===== src/rtl/timer_device.sv =====
// Bus-mapped millisecond timer: prescaler, up-counter with limit, and a
// control/status register (ready, overrun, interrupt enable).
module timer_device #(
    parameter int              BITS         = 32,
    parameter int              TICKS_PER_MS = 10000,
    parameter logic [BITS-1:0] TCNT_ADDR    = 32'hFFFFF100,
    parameter logic [BITS-1:0] TLIM_ADDR    = 32'hFFFFF104,
    parameter logic [BITS-1:0] TCTL_ADDR    = 32'hFFFFF108
) (
    input  logic            CLK,
    input  logic            RST,
    input  logic [BITS-1:0] ABUS,
    input  logic [BITS-1:0] DIN,
    input  logic            WE,
    output logic [BITS-1:0] DOUT,
    output logic            SEL,
    output logic            IRQ
);

    localparam int PW = (TICKS_PER_MS > 2) ? $clog2(TICKS_PER_MS) : 1;

    logic [PW-1:0]   r_presc;
    logic [BITS-1:0] r_tcnt;
    logic [BITS-1:0] r_tlim;
    logic            r_ready;
    logic            r_ovr;
    logic            r_ie;

    logic            w_tick;
    logic            w_hit_cnt;
    logic            w_hit_lim;
    logic            w_hit_ctl;
    logic            w_wr_cnt;
    logic            w_wr_lim;
    logic            w_wr_ctl;
    logic            w_event;
    logic [BITS-1:0] w_tctl;

    assign w_tick    = (r_presc == PW'(TICKS_PER_MS - 1));
    assign w_hit_cnt = (ABUS == TCNT_ADDR);
    assign w_hit_lim = (ABUS == TLIM_ADDR);
    assign w_hit_ctl = (ABUS == TCTL_ADDR);
    assign w_wr_cnt  = WE && w_hit_cnt;
    assign w_wr_lim  = WE && w_hit_lim;
    assign w_wr_ctl  = WE && w_hit_ctl;

    // Counter/limit writes pre-empt the tick, so they also suppress the limit event.
    assign w_event = w_tick && !w_wr_cnt && !w_wr_lim &&
                     (r_tlim != '0) && (r_tcnt == r_tlim - BITS'(1));

    always_ff @(posedge CLK or posedge RST) begin
        if (RST) begin
            r_presc <= '0;
        end else if (w_wr_cnt || w_wr_lim || w_tick) begin
            r_presc <= '0;
        end else begin
            r_presc <= r_presc + PW'(1);
        end
    end

    always_ff @(posedge CLK or posedge RST) begin
        if (RST) begin
            r_tcnt <= '0;
            r_tlim <= '0;
        end else begin
            if (w_wr_lim) begin
                r_tlim <= DIN;
                r_tcnt <= '0;
            end else if (w_wr_cnt) begin
                r_tcnt <= DIN;
            end else if (w_event) begin
                r_tcnt <= '0;
            end else if (w_tick) begin
                r_tcnt <= r_tcnt + BITS'(1);
            end
        end
    end

    // A limit event overrides the write for ready/overrun; IE always follows the write.
    always_ff @(posedge CLK or posedge RST) begin
        if (RST) begin
            r_ready <= 1'b0;
            r_ovr   <= 1'b0;
            r_ie    <= 1'b0;
        end else begin
            if (w_wr_ctl) begin
                r_ie <= DIN[4];
            end
            if (w_event) begin
                r_ready <= 1'b1;
                r_ovr   <= r_ovr | r_ready;
            end else if (w_wr_ctl) begin
                r_ready <= r_ready & DIN[0];
                r_ovr   <= r_ovr & DIN[2];
            end
        end
    end

    always_comb begin
        w_tctl    = '0;
        w_tctl[0] = r_ready;
        w_tctl[2] = r_ovr;
        w_tctl[4] = r_ie;
    end

    assign SEL = !WE && (w_hit_cnt || w_hit_lim || w_hit_ctl);
    assign IRQ = r_ready && r_ie;

    always_comb begin
        DOUT = '0;
        if (SEL) begin
            if (w_hit_cnt) begin
                DOUT = r_tcnt;
            end else if (w_hit_lim) begin
                DOUT = r_tlim;
            end else begin
                DOUT = w_tctl;
            end
        end
    end

endmodule

===== config.mk =====
export PLATFORM = sky130hd
export DESIGN_NAME = timer_device
export DESIGN_NICKNAME = d
export VERILOG_FILES = /design/src/rtl/timer_device.sv
export SDC_FILE = /design/constraint.sdc
export NUM_CORES = 1
export LEC_CHECK = 0
export ABC_AREA = 1
export BUFFER_PORTS_ARGS = -buffer_cell sky130_fd_sc_hd__buf_4
export CORE_UTILIZATION = 59
export DETAILED_ROUTE_END_ITERATION = 8
export GPL_TIMING_DRIVEN = 1
export PLACE_DENSITY = 0.91
export SLEW_MARGIN = 10
export SYNTH_ARGS = -nofsm -noshare
export SYNTH_HDL_FRONTEND = slang
export SYNTH_SLANG_ARGS = --single-unit
export TNS_END_PERCENT = 50

===== constraint.sdc =====
create_clock -name CLK -period 3.7 [get_ports CLK]
set_input_delay 0.74 -clock CLK [delete_from_list [all_inputs] [get_ports CLK]]
set_output_delay 0.74 -clock CLK [all_outputs]
set_load 0.02 [all_outputs]

======== Word level (Yosys, flattened, before mapping) ========
Cells that the tools add are included.
word-level totals
  bits in registers ....................... 81
  input bits .............................. 67
  output and inout port bits .............. 34
  logic and storage cells ................. 48
cells by class
  $add $sub $neg .......................... 3
  equality and inequality tests ........... 5
  muxes and demuxes ....................... 12
  bitwise operators ....................... 3
  reductions and logical operators ........ 19
operator list
  operator                                             number
  two-way mux 32 bit                                   7
  equality test 32 bit (second input constant)         3
  adder 32 x 1 -> 32 bit (second input constant)       1
  equality test 32 bit                                 1
  nonzero test 32 bit                                  1
  subtractor 32 x 1 -> 32 bit (second input constant)  1
  adder 14 x 1 -> 14 bit (second input constant)       1
  equality test 14 bit (second input constant)         1
  two-way mux 14 bit                                   1
  logical AND 1 bit                                    9
  logical OR 1 bit                                     4
  two-way mux 1 bit                                    4
  nonzero test 4 bit                                   1
  zero test 1 bit                                      3
  bitwise AND 1 bit                                    2
  nonzero test 2 bit                                   1
  OR 1 bit                                             1

======== Depth between registers and ports, before layout ========
Gate-level depths: netlist of the first run.
  word-level depth ........................ 10
  gate-level depth with buffers ........... 20

======== Worst setup path after synthesis of the first run ========
Ideal clock, no wire load.
  kind .................................... in2out
  from .................................... in ABUS[4]
  to ...................................... out DOUT[0]
  arrival time ............................ 2.471 ns
  required time ........................... 2.960 ns
  setup slack ............................. 0.489 ns
  stages .................................. 12
  buffers on the path ..................... 0
  cell sequence ........................... inv_1 -> nand2_1 -> nor2_1 -> nand2_1 -> nor2_1 -> nand2_1 -> nand2_1 -> a21oi_1 -> or2_2 -> inv_1 -> o21ai_0 -> a21oi_1
on the way
  cells in the longest elaborated chain, start to end .. 5
ends and longest elaborated chain
  what                                     RTL line  source
  from (decl)                              12        input logic [BITS-1:0] ABUS,
  equality test 32 bit (on tied branches)  40, 41
  logical OR 1 bit                         106       assign SEL = !WE && (w_hit_cnt || w_hit_lim || w_hit_ctl);
  logical OR 1 bit *                       106
  logical AND 1 bit *                      106
  net SEL                                  16        output logic SEL,
  two-way mux 32 bit *                     111       if (SEL) begin
  to (decl)                                15        output logic [BITS-1:0] DOUT,
Mark *: on every way through the listed nets, which the timed path passes. The rest lies on a longest branch.

======== Worst setup path after layout of the first run ========
  from .................................... in ABUS[4]
  to ...................................... out DOUT[4]
on the way
  cells in the longest elaborated chain, start to end .. 5
ends and longest elaborated chain
  what                                     RTL line
  equality test 32 bit (on tied branches)  40, 41
  logical OR 1 bit (2 in series)           106
  logical AND 1 bit                        106
  two-way mux 32 bit *                     111
Mark *: on every way between the ends. The rest lies on a longest branch, timed or not.

==> flow_metrics.tcl, run 1 <==
set metrics [dict create \
    grt_pass1_vias 7169 \
    netlist_instances 1169 \
    clk_pin_slew_ps 70 \
    rows 39 \
    ios 101 \
    fp.dieW_um 111.6 \
    period_share_pct 89.73 \
    cp_data_required_time_ps 2960 \
    die-area_mm2 0.01245 \
    dr.pass1.iters 7 \
    rsz0062_at_grt "no" \
    slew_violations 0 \
    yosysUniqueCellTypes 39 \
    cp.arrival_ps 2580 \
    synth_area_per_cell_um2 6.059 \
    postPlaceCellArea_mm2 0.007884 \
    relSlewSlack_pct 48.61 \
    combPwrFrac_pct 5.0 \
    synth_edf_count 0 \
    worstPathCellList "buf_4 > inv_1 > nand2_1 > nor2_1 > nand2_1 > nor2_1 > nand2_1 > nand2_1 > a21oi_1 > or2_2 > inv_1 > o21ai_0 > a21oi_1 > buf_4" \
    switching_share_pct 22.79 \
    dieHeight_um 111.6 \
    syn_area_mm2 0.007083 \
    setup_viol 0 \
    max_freq_ghz 0.3012 \
    grt_use_total_pct 36.19 \
    final_layout_size_suffix_gt1_share_pct 15.21 \
    synth_area_leaders "dfrtp_1 29%, nand2_1 23%, nor2_1 6.6%" \
    worst_pin_slew_ps 770.0 \
    worst_setup_path_end_kind "primary output" \
    p_leak_nw 4.503 \
    async_reset_ff_share_pct 100.0 \
    htree_num_levels 3 \
    seq_power_share_pct 44.6 \
    cts_sinks 81 \
    portBuffers 100 \
    violations "design-rule violations" \
    critical_path_class "in2out" \
    hold_path_class "in2async" \
    startpoint_type "input port" \
    path_max_fanout 7 \
    ant_nets 0 \
    critical-path-slowest-cell "or2_2" \
    numCtsBuffers 9 \
    cpPeakStageDelay_ps 290 \
    holdBufCountCts 0 \
    dpl.hpwl_mm 16.10 \
    pre_cts_ws_ps 464.9 \
    ys.flop_type "dfrtp_1" \
    ir_worst_vdd_mv 0.2690 \
    grt_max_degree 45 \
    yosysWarningCount 0 \
    clockBufferDepth 2 \
    maxCapViolCount 0 \
    status "finished with violations" \
    skew_ps 6.156 \
    cp_common_cell "nand2_1" \
    routedWlPerCell_um 15.91 \
    viasPerCell 5.683 \
    tns_ps 0 \
    initial_core_util_pct 61.25 \
    yosysSeqAreaShare_pct 28.62 \
    ctsResizeCount 0 \
    hold_viol_final 0 \
    post-route-cell-area_mm2 0.008210 \
    synth_top_area_share_pct 28.62 \
    ys_ff_latch 81 \
    power_density_mw_per_mm2 241.9 \
    synth_common_cells "436 x nand2_1, 125 x nor2_1, 123 x inv_1" \
    gp_congestion 0.9780 \
    finalWorstSetupSlack_ps 379.9 \
    p_sw_mw 0.4525 \
    core_mm2 0.01156 \
    diodes 0 \
    nets 1309 \
    area_growth_pct 15.92 \
    vias 7877 \
    cts_root_buffer "clkbuf_16" \
    yosys.area.top_type "dfrtp_1" \
    gr-total-overflow 0 \
    p_clk_share_pct 50.5 \
    yosysMostFrequentCell "nand2_1" \
    grt_pass1_wl_mm 35.87 \
    synthesis.nets 1240 \
    drtIter0Drc 881 \
    period_minus_slack_ps 3320 \
    post-route-drc-count 4 \
    cts_tree "done" \
    cts_post_setup_buffers_inserted 0 \
    clk_latency_ps 360 \
    p_int_mw 1.533 \
    finalWirelength_mm 22.05 \
    p_total_mw 1.986 \
    grt_antenna_before_repair 0 \
]
layer usage:
metal	track usage [%]	up-vias	routed length, um
li1	-	3808	-
met1	46.71	3547	8908
met2	58.63	448	10100
met3	6.369	74	2034
met4	18.11	0	1010
met5	0	-	0
sequential cells by signal, indices dropped and copies added (netlist names):
| signal | flops |
|---|---|
| r_tcnt | 32 |
| r_tlim | 32 |
| r_presc | 14 |
| r_ie | 1 |
| r_ovr | 1 |
| r_ready | 1 |
worst max-delay path, delay by kind of cell:
kind            cells  cell delay (ps)
simple gates        7             1150
buf+inv             4              410
compound gates      3              270
area by class of cell:
class | count | area, um2
clock buffers | 9 | 225.2
clock inverters | 7 | 101.3
fillers | 1004 | 3354
inverters | 130 | 489.2
multi-input cells | 906 | 4363
flip-flops and latches | 81 | 2027
well taps | 143 | 178.9
repair buffers | 110 | 825.8
through the flow:
stage | util, % | cells | hold slack, ps
after floorplan | - | 1169 | 432.9
after global placement | 68.17 | 1370 | 456.7
after detailed placement | 68.17 | 1370 | 470.3
after CTS | 70.99 | 1386 | 405.3
after global routing | 70.99 | 1386 | 442.5
final | 70.99 | 1386 | 400.3
power groups by stage:
stage / sequential (mW) / combinational (mW) / clock, mW
floorplan: 0.902 / 0.0277 / 0
global placement: 0.902 / 0.0974 / 0
detailed placement: 0.902 / 0.0987 / 0
CTS: 0.885 / 0.0992 / 1.00
global route: 0.885 / 0.110 / 1.04
finish: 0.885 / 0.0985 / 1.00
placed cells by master (no fill, tap or decap), types with 2 or more instances in the layout:
cell	n
nand2_1	436
nor2_4	2
clkinv_1	2
o21bai_1	4
nor2_2	16
nor3_2	3
o21ai_1	7
nand2_4	2
nor4_1	7
buf_4	110
nor2_1	122
bufinv_16	2
inv_1	122
nor2_8	2
nand3_1	77
xor2_1	30
nand2_2	5
and2_1	2
inv_6	2
nand3_2	2
inv_2	5
dfrtp_1	81
o21ai_0	32
ha_1	4
clkinvlp_4	2
clkbuf_16	9
nand4_1	22
xnor2_1	12
nand3b_1	5
a21oi_1	58
nor3_1	27
mux2_2	21
final timing paths:
| kind | from | end | slack (ps) | depth (start not counted) |
|---|---|---|---|---|
| setup / recovery | ABUS[4] | DOUT[4] | 380 | 14 |
| hold / removal | RST | r_tlim[17]$_DFFE_PP0P_ | 400 | 2 |
| setup reg to reg | r_tlim[0]$_DFFE_PP0P_ | r_tcnt[12]$_DFFE_PP0P_ | 720 | 17 |
| hold reg to reg | r_presc[0]$_DFF_PP0_ | r_presc[0]$_DFF_PP0_ | 480 | 1 |
| max in group asynchronous | RST | r_tlim[3]$_DFFE_PP0P_ | 2540 | 3 |
| min in group CLK | r_presc[0]$_DFF_PP0_ | r_presc[0]$_DFF_PP0_ | 480 | 1 |
kinds of logic after synthesis:
kind of cell | count (synthesis) | synth area share [%]
xor+xnor | 42 | 5.193
fa+ha+maj | 4 | 0.7066
mux | 22 | 3.480
flops | 81 | 28.62
buf+inv | 182 | 9.963
compound gates | 103 | 7.508
simple gates | 735 | 44.53
No activity file was read; power rests on OpenSTA's default activity.
==> inputs of run 2 (changes only) <==
--- a/config.mk
+++ b/config.mk
@@ -11,6 +11,7 @@
 export DETAILED_ROUTE_END_ITERATION = 8
 export GPL_TIMING_DRIVEN = 1
 export PLACE_DENSITY = 0.91
+export SETUP_SLACK_MARGIN = 0.5
 export SLEW_MARGIN = 10
 export SYNTH_ARGS = -nofsm -noshare
 export SYNTH_HDL_FRONTEND = slang
==> run 2 against run 1 <==
The run still ends with design-rule violations left. First-iteration DRC count rose by 12%. Clock skew rose by 3.2 ps. Clock power is 14% lower. Final cell count grew 0.36%. Sequential cell count unchanged. Core utilization grew 0.28 points. Power shrank 6.8%. Sequential share of layout area is 0.097 points lower. Critical path depth unchanged. Die area is the same. Worst setup slack better by 240 ps. Critical path type unchanged.
==> flow_metrics.tcl, run 2 (same netlist as run 1, synthesis figures left out) <==
set metrics [dict create \
    dieHeight_um 111.6 \
    cts_sinks 81 \
    rows 39 \
    met2_usage_pct 59.46 \
    holdBufCountCts 0 \
    ir_worst_vdd_mv 0.3517 \
    worst_setup_path_end_kind "primary output" \
    ios 101 \
    p_int_mw 1.392 \
    numCtsBuffers 9 \
    placed_cells 1371 \
    ant_nets 0 \
    gp_congestion 0.9455 \
    skew_ps 9.404 \
    portBuffers 100 \
    r2r_cells 17 \
    gr-max-usage-layer "met2" \
    diodes 0 \
    grt_antenna_before_repair 0 \
    max_freq_ghz 0.3241 \
    startpoint_type "input port" \
    clk_latency_ps 360 \
    final_layout_size_suffix_gt1_share_pct 16.19 \
    stdcell_count 1391 \
    period_share_pct 83.38 \
    area_growth_pct 16.38 \
    rr_startpoint "r_tlim[0]$_DFFE_PP0P_" \
    gr-total-overflow 0 \
    cp_data_required_time_ps 2960 \
    clk_pin_slew_ps 70 \
    p_total_mw 1.850 \
    hold_end "r_presc[0]$_DFF_PP0_" \
    tns_ps 0 \
    grtUsageMet3_pct 8.111 \
    dpl.hpwl_mm 16.66 \
    fillerInstances 997 \
    seq_power_share_pct 47.9 \
    setup_viol 0 \
    slew_violations 0 \
    die-area_mm2 0.01245 \
    core_mm2 0.01156 \
    relSlewSlack_pct 28.40 \
    cp.arrival_ps 2350 \
    clockBufferDepth 2 \
    drtIter0Drc 985 \
    finalWorstSetupSlack_ps 614.9 \
    initial_core_util_pct 61.25 \
    hp-start "r_presc[0]$_DFF_PP0_" \
    status "finished with violations" \
    critical_path_class "in2out" \
    violations "design-rule violations" \
    r2r_end "r_tcnt[25]$_DFFE_PP0P_" \
    dr.pass1.iters 8 \
    grt_pass1_wl_mm 36.64 \
    switching_share_pct 24.74 \
    combPwrFrac_pct 5.4 \
    pre_cts_ws_ps 314.9 \
    min_path_cells 1 \
    path_max_fanout 7 \
    period_minus_slack_ps 3085 \
    post-route-drc-count 5 \
    finalWirelength_mm 22.52 \
    routedWlPerCell_um 16.19 \
    nets 1314 \
    cts_root_buffer "clkbuf_16" \
    post-route-cell-area_mm2 0.008243 \
    hold_path_class "reg2reg" \
    cts_tree "done" \
    fp.dieW_um 111.6 \
    hold_viol_final 0 \
    reg.largest.list "r_tcnt (32), r_tlim (32), r_presc (14)" \
    p_clk_share_pct 46.7 \
    p_leak_nw 4.514 \
    most-common-layout-cells "433 x nand2_1, 121 x inv_1, 120 x nor2_1, 113 x buf_4, 81 x dfrtp_1" \
    grt_util_met1_pct 47.81 \
    worst_hold_slack_ps 489.8 \
    maxCapViolCount 0 \
    grt_pass1_vias 7594 \
    utilization_pct 71.28 \
    crit_start "ABUS[28]" \
    viasPerCell 5.771 \
    postPlaceCellArea_mm2 0.007895 \
    vias 8027 \
    grt_max_degree 59 \
    reg2reg_slack_ps 800 \
    grt_use_total_pct 37.35 \
    p_sw_mw 0.4578 \
    power_density_mw_per_mm2 224.4 \
    rsz0062_at_grt "no" \
    htree_num_levels 3 \
    layout_commonest_cell "nand2_1" \
    worst_pin_slew_ps 1074 \
]
==> run 2: cell type report <==
type | instances | area, um2 | area share [%]
multi-input combinational | 906 | 4404 | 53.43
sequential | 81 | 2027 | 24.59
timing repair buffer | 115 | 870.8 | 10.56
inverter | 130 | 489.2 | 5.935
clock buffer | 10 | 229.0 | 2.778
tap | 143 | 178.9 | 2.171
clock inverter | 6 | 43.79 | 0.5313
==> run 2: power groups by stage <==
stage / logic (mW) / clock network, mW / registers (mW)
2_1_floorplan: 0.0277 / 0 / 0.902
3_3_place_gp: 0.0983 / 0 / 0.902
3_5_place_dp: 0.100 / 0 / 0.902
4_1_cts: 0.101 / 0.864 / 0.885
6_report: 0.100 / 0.864 / 0.885
5_1_grt: 0.112 / 0.899 / 0.885
==> run 2: worst max path at each step <==
stage                                         to  slack (ps)  depth (start not counted)
after CTS                                DOUT[0]         520                         14
after floorplan                          DOUT[2]         490                         12
after detailed placement  r_tcnt[20]$_DFFE_PP0P_         310                         15
after global placement                   DOUT[0]         430                         14
final                                    DOUT[2]         610                         14
after global routing                     DOUT[2]         510                         14
==> run 2: layer usage <==
metal / vias to the layer above / routed length [um]
met2: 453 / 10150
met3: 89 / 2168
li1: 3821 / -
met1: 3664 / 9198
met4: 0 / 1000
met5: - / 0
==> run 2: what timing repair did <==
item	in CTS	in global routing
endpoints found under the setup margin	4	4
buffers inserted	2	2
gates resized for setup	6	8
pin swaps	0	6
==> run 2: critical path, stage by stage <==
cell and delay (ps):
buf_4 90, nand2_1 70, nor2_1 110, nand2_1 90
nor2_4 150, buf_4 140, nand2_4 70, nand2_2 100
a21oi_1 40, or2_2 290, inv_2 90, o21ai_0 80
a21oi_1 140, buf_4 160
==> inputs of run 3 (changes only) <==
--- a/config.mk
+++ b/config.mk
@@ -5,9 +5,9 @@
 export SDC_FILE = /design/constraint.sdc
 export NUM_CORES = 1
 export LEC_CHECK = 0
-export ABC_AREA = 1
+export ABC_AREA = 0
 export BUFFER_PORTS_ARGS = -buffer_cell sky130_fd_sc_hd__buf_4
-export CORE_UTILIZATION = 59
+export CORE_UTILIZATION = 58
 export DETAILED_ROUTE_END_ITERATION = 8
 export GPL_TIMING_DRIVEN = 1
 export PLACE_DENSITY = 0.91
==> constraint.sdc (replaced) <==
create_clock -name CLK -period 3.1 [get_ports CLK]
set_input_delay 0.62 -clock CLK [delete_from_list [all_inputs] [get_ports CLK]]
set_output_delay 0.62 -clock CLK [all_outputs]
set_load 0.02 [all_outputs]
==> run 3 against run 2 <==
The run ends with negative setup slack left. Via count shrank 12%. Core utilization grew 15 points. Die area shrank 11%. Global-route usage shrank 0.29 points. Combinational power grew 16%. Design area grew 9.1%. Non-clock buffer count grew 52. Clock skew grew 8.1 ps. Worst hold slack lost 140 ps. Worst setup slack lost 680 ps. First-iteration DRC count shrank 10%. Sequential share of layout area shrank 2.0 points. Critical endpoint is now DOUT[20].
==> flow_metrics.tcl, run 3 <==
set metrics [dict create \
    status "finished with violations" \
    core_mm2 0.01037 \
    synth_top_family_by_area "simple AND/OR/NAND/NOR gates" \
    synth_area_leaders "dfrtp_1 33%, mux2_2 6.0%, mux2i_1 5.5%" \
    area_growth_pct 44.92 \
    layout_commonest_cell "buf_4" \
    post-route-drc-count 0 \
    ios 101 \
    met2_usage_pct 63.25 \
    ys_ff_latch 81 \
    path_max_fanout 6 \
    multi_input_area_mm2 0.004902 \
    skew_ps 17.51 \
    relSlewSlack_pct 45.61 \
    synth-xor-area-share_pct 7.906 \
    grt_max_degree 48 \
    yosysUniqueCellTypes 59 \
    yosysWarningCount 0 \
    yosysSeqAreaShare_pct 32.67 \
    hold_viol_final 0 \
    finalWorstSetupSlack_ps -67.44 \
    clk_pin_slew_ps 90 \
    period_share_pct 102.2 \
    async_reset_ff_share_pct 100.0 \
    final_layout_size_suffix_gt1_share_pct 43.04 \
    numCtsBuffers 9 \
    cp_data_required_time_ps 2480 \
    initial_core_util_pct 59.82 \
    diodes 0 \
    worst_setup_path_end_kind "primary output" \
    gp_congestion 0.9194 \
    rsz0062_at_grt "yes" \
    cts_sinks 81 \
    cpLargestDelayFamily "simple AND/OR/NAND/NOR gates" \
    violations "negative setup slack" \
    fp.dieW_um 105.4 \
    startpoint_type "input port" \
    syn_area_mm2 0.006203 \
    synth_top_area_share_pct 32.67 \
    regArea_mm2 0.002032 \
    critical_path_class "in2out" \
    portBuffers 100 \
    maxCapViolCount 0 \
    drtIter0Drc 886 \
    dr.pass1.iters 8 \
    grt_util_met1_pct 44.07 \
    ys.flop_type "dfrtp_1" \
    ir_worst_vdd_mv 0.3065 \
    grtUsageMet3_pct 7.421 \
    synth-simple-area-share_pct 29.57 \
    synth_edf_count 0 \
    utilization_pct 86.69 \
    synth_fa_ha_area_share_pct 0.8068 \
    period_minus_slack_ps 3167 \
    fillerInstances 496 \
    power_density_mw_per_mm2 238.5 \
    dpl.hpwl_mm 13.67 \
    max_freq_ghz 0.3157 \
    finalWirelength_mm 24.16 \
    dieHeight_um 105.4 \
    die-area_mm2 0.01111 \
    clockBufferDepth 2 \
    hold_path_class "in2async" \
    cp.arrival_ps 2550 \
    reg.largest.list "r_tcnt (32), r_tlim (32), r_presc (14)" \
    cpPeakStageDelay_ps 520 \
    synthesis.nets 809 \
    htree_num_levels 3 \
    cts_tree "done" \
    critical-path-slowest-cell "or4_4" \
    worstPathCellList "buf_6 > nand4b_1 > or4_4 > nor4_4 > buf_6 > clkbuf_16 > mux2i_2 > nor2_4 > buf_4" \
    setup_viol 20 \
    p_leak_nw 3.577 \
    ant_nets 0 \
    most-common-layout-cells "118 x buf_4, 77 x dfrtp_1, 67 x nand2_1, 41 x nor2_1, 36 x xnor2_1" \
    nets 921 \
    grt_antenna_before_repair 0 \
    gr-total-overflow 0 \
    cts_root_buffer "clkbuf_8" \
    grt_pass1_wl_mm 32.06 \
    synth_common_cells "81 x dfrtp_1, 72 x nor2_1, 70 x nand2_1" \
    yosysMostFrequentCell "dfrtp_1" \
    vias 7059 \
    grt_use_total_pct 37.06 \
    slew_violations 0 \
    synth_compound_area_share_pct 12.28 \
    yosys.area.top_type "dfrtp_1" \
    synth_mux_area_share_pct 11.48 \
    cp_common_cell "buf_6" \
    viasPerCell 7.123 \
    rows 37 \
    clk_latency_ps 420 \
    gr-max-usage-layer "met2" \
    synth_area_per_cell_um2 8.406 \
    grt_pass1_vias 6369 \
    routedWlPerCell_um 24.38 \
    worst_pin_slew_ps 814.1 \
    netlist_instances 738 \
    worst_hold_slack_ps 349.5 \
    crit_buf_inv 4 \
]
[run 3: metal layers]
| layer | share of wire (%) | vias up |
|---|---|---|
| li1 | - | 2932 |
| met4 | 7.2 | 0 |
| met2 | 48 | 577 |
| met3 | 11 | 186 |
| met1 | 34 | 3364 |
| met5 | 0 | - |
[run 3: worst reg2reg max path, cell delays in order (launching register included)]
cell	delay [ps]
dfrtp_1	400
or4_4	570
nor3_1	410
and3_1	250
xnor2_1	120
nor4_1	370
nand4_1	170
buf_4	200
buf_4	220
o22ai_2	190
nand2_1	90
[run 3: power by group]
| part | leakage [nW] | switching, mW | total [mW] | internal [mW] |
|---|---|---|---|---|
| clock network | 0.119 | 0.484 | 0.972 | 0.488 |
| registers | 0.954 | 0.00000506 | 1.06 | 1.06 |
| logic | 2.50 | 0.0532 | 0.116 | 0.0628 |
[run 3: timing repair]
item	4_1_cts	5_1_grt
hold endpoints to repair	0	0
buffers inserted	10	9
gates resized for setup	47	131
pin swaps	8	54
hold buffers	0	0
cloned	2	5
endpoints found under the setup margin	67	67
[run 3: worst paths after layout]
check                                             from  depth (start not counted)  slack [ps]                     end
worst max-delay path                           ABUS[1]                          9         -70                DOUT[20]
worst min-delay path                               RST                          2         350  r_tlim[29]$_DFFE_PP0P_
worst max register to register  r_tlim[16]$_DFFE_PP0P_                         10         -10  r_tcnt[22]$_DFFE_PP0P_
worst min register to register    r_presc[0]$_DFF_PP0_                          1         460    r_presc[0]$_DFF_PP0_
max in group asynchronous                          RST                          3        2040   r_tlim[0]$_DFFE_PP0P_
min in group CLK                               DIN[24]                          3         430  r_tcnt[24]$_DFFE_PP0P_
[run 3: per-stage QoR]
stage	instances	cell area, um2	setup WS (ps)	setup TNS, ps	power [mW]
5_1_grt	991	8990	-96.76	-2190	2.186
3_3_place_gp	949	7530	-23.24	-44.44	1.183
6_report	991	8990	-67.44	-567.2	2.144
3_5_place_dp	949	7530	-67.58	-129.5	1.187
4_1_cts	977	8071	55.06	0	2.124
2_1_floorplan	738	6553	116.9	0	1.101
[run 3: logic make-up (layout without fill, tap and decap cells)]
kind of cell             after synthesis  count (layout)
AND/OR/NAND/NOR                      340             340
AO/OA/AOI/OAI                        108             108
buffers and inverters                 82             199
flip-flops                            81              81
multiplexers                          67              67
XOR/XNOR                              56              56
adder cells (fa/ha/maj)                4               4
[run 3: layout make-up]
cell class                      count  area share (%)
Clock buffer                       10           1.531
Clock inverter                      6           1.086
Sequential cell                    81           22.60
Inverter                           16          0.7098
Tap cell                          136           1.893
Timing Repair Buffer              167           17.65
Multi-Input combinational cell    575           54.53
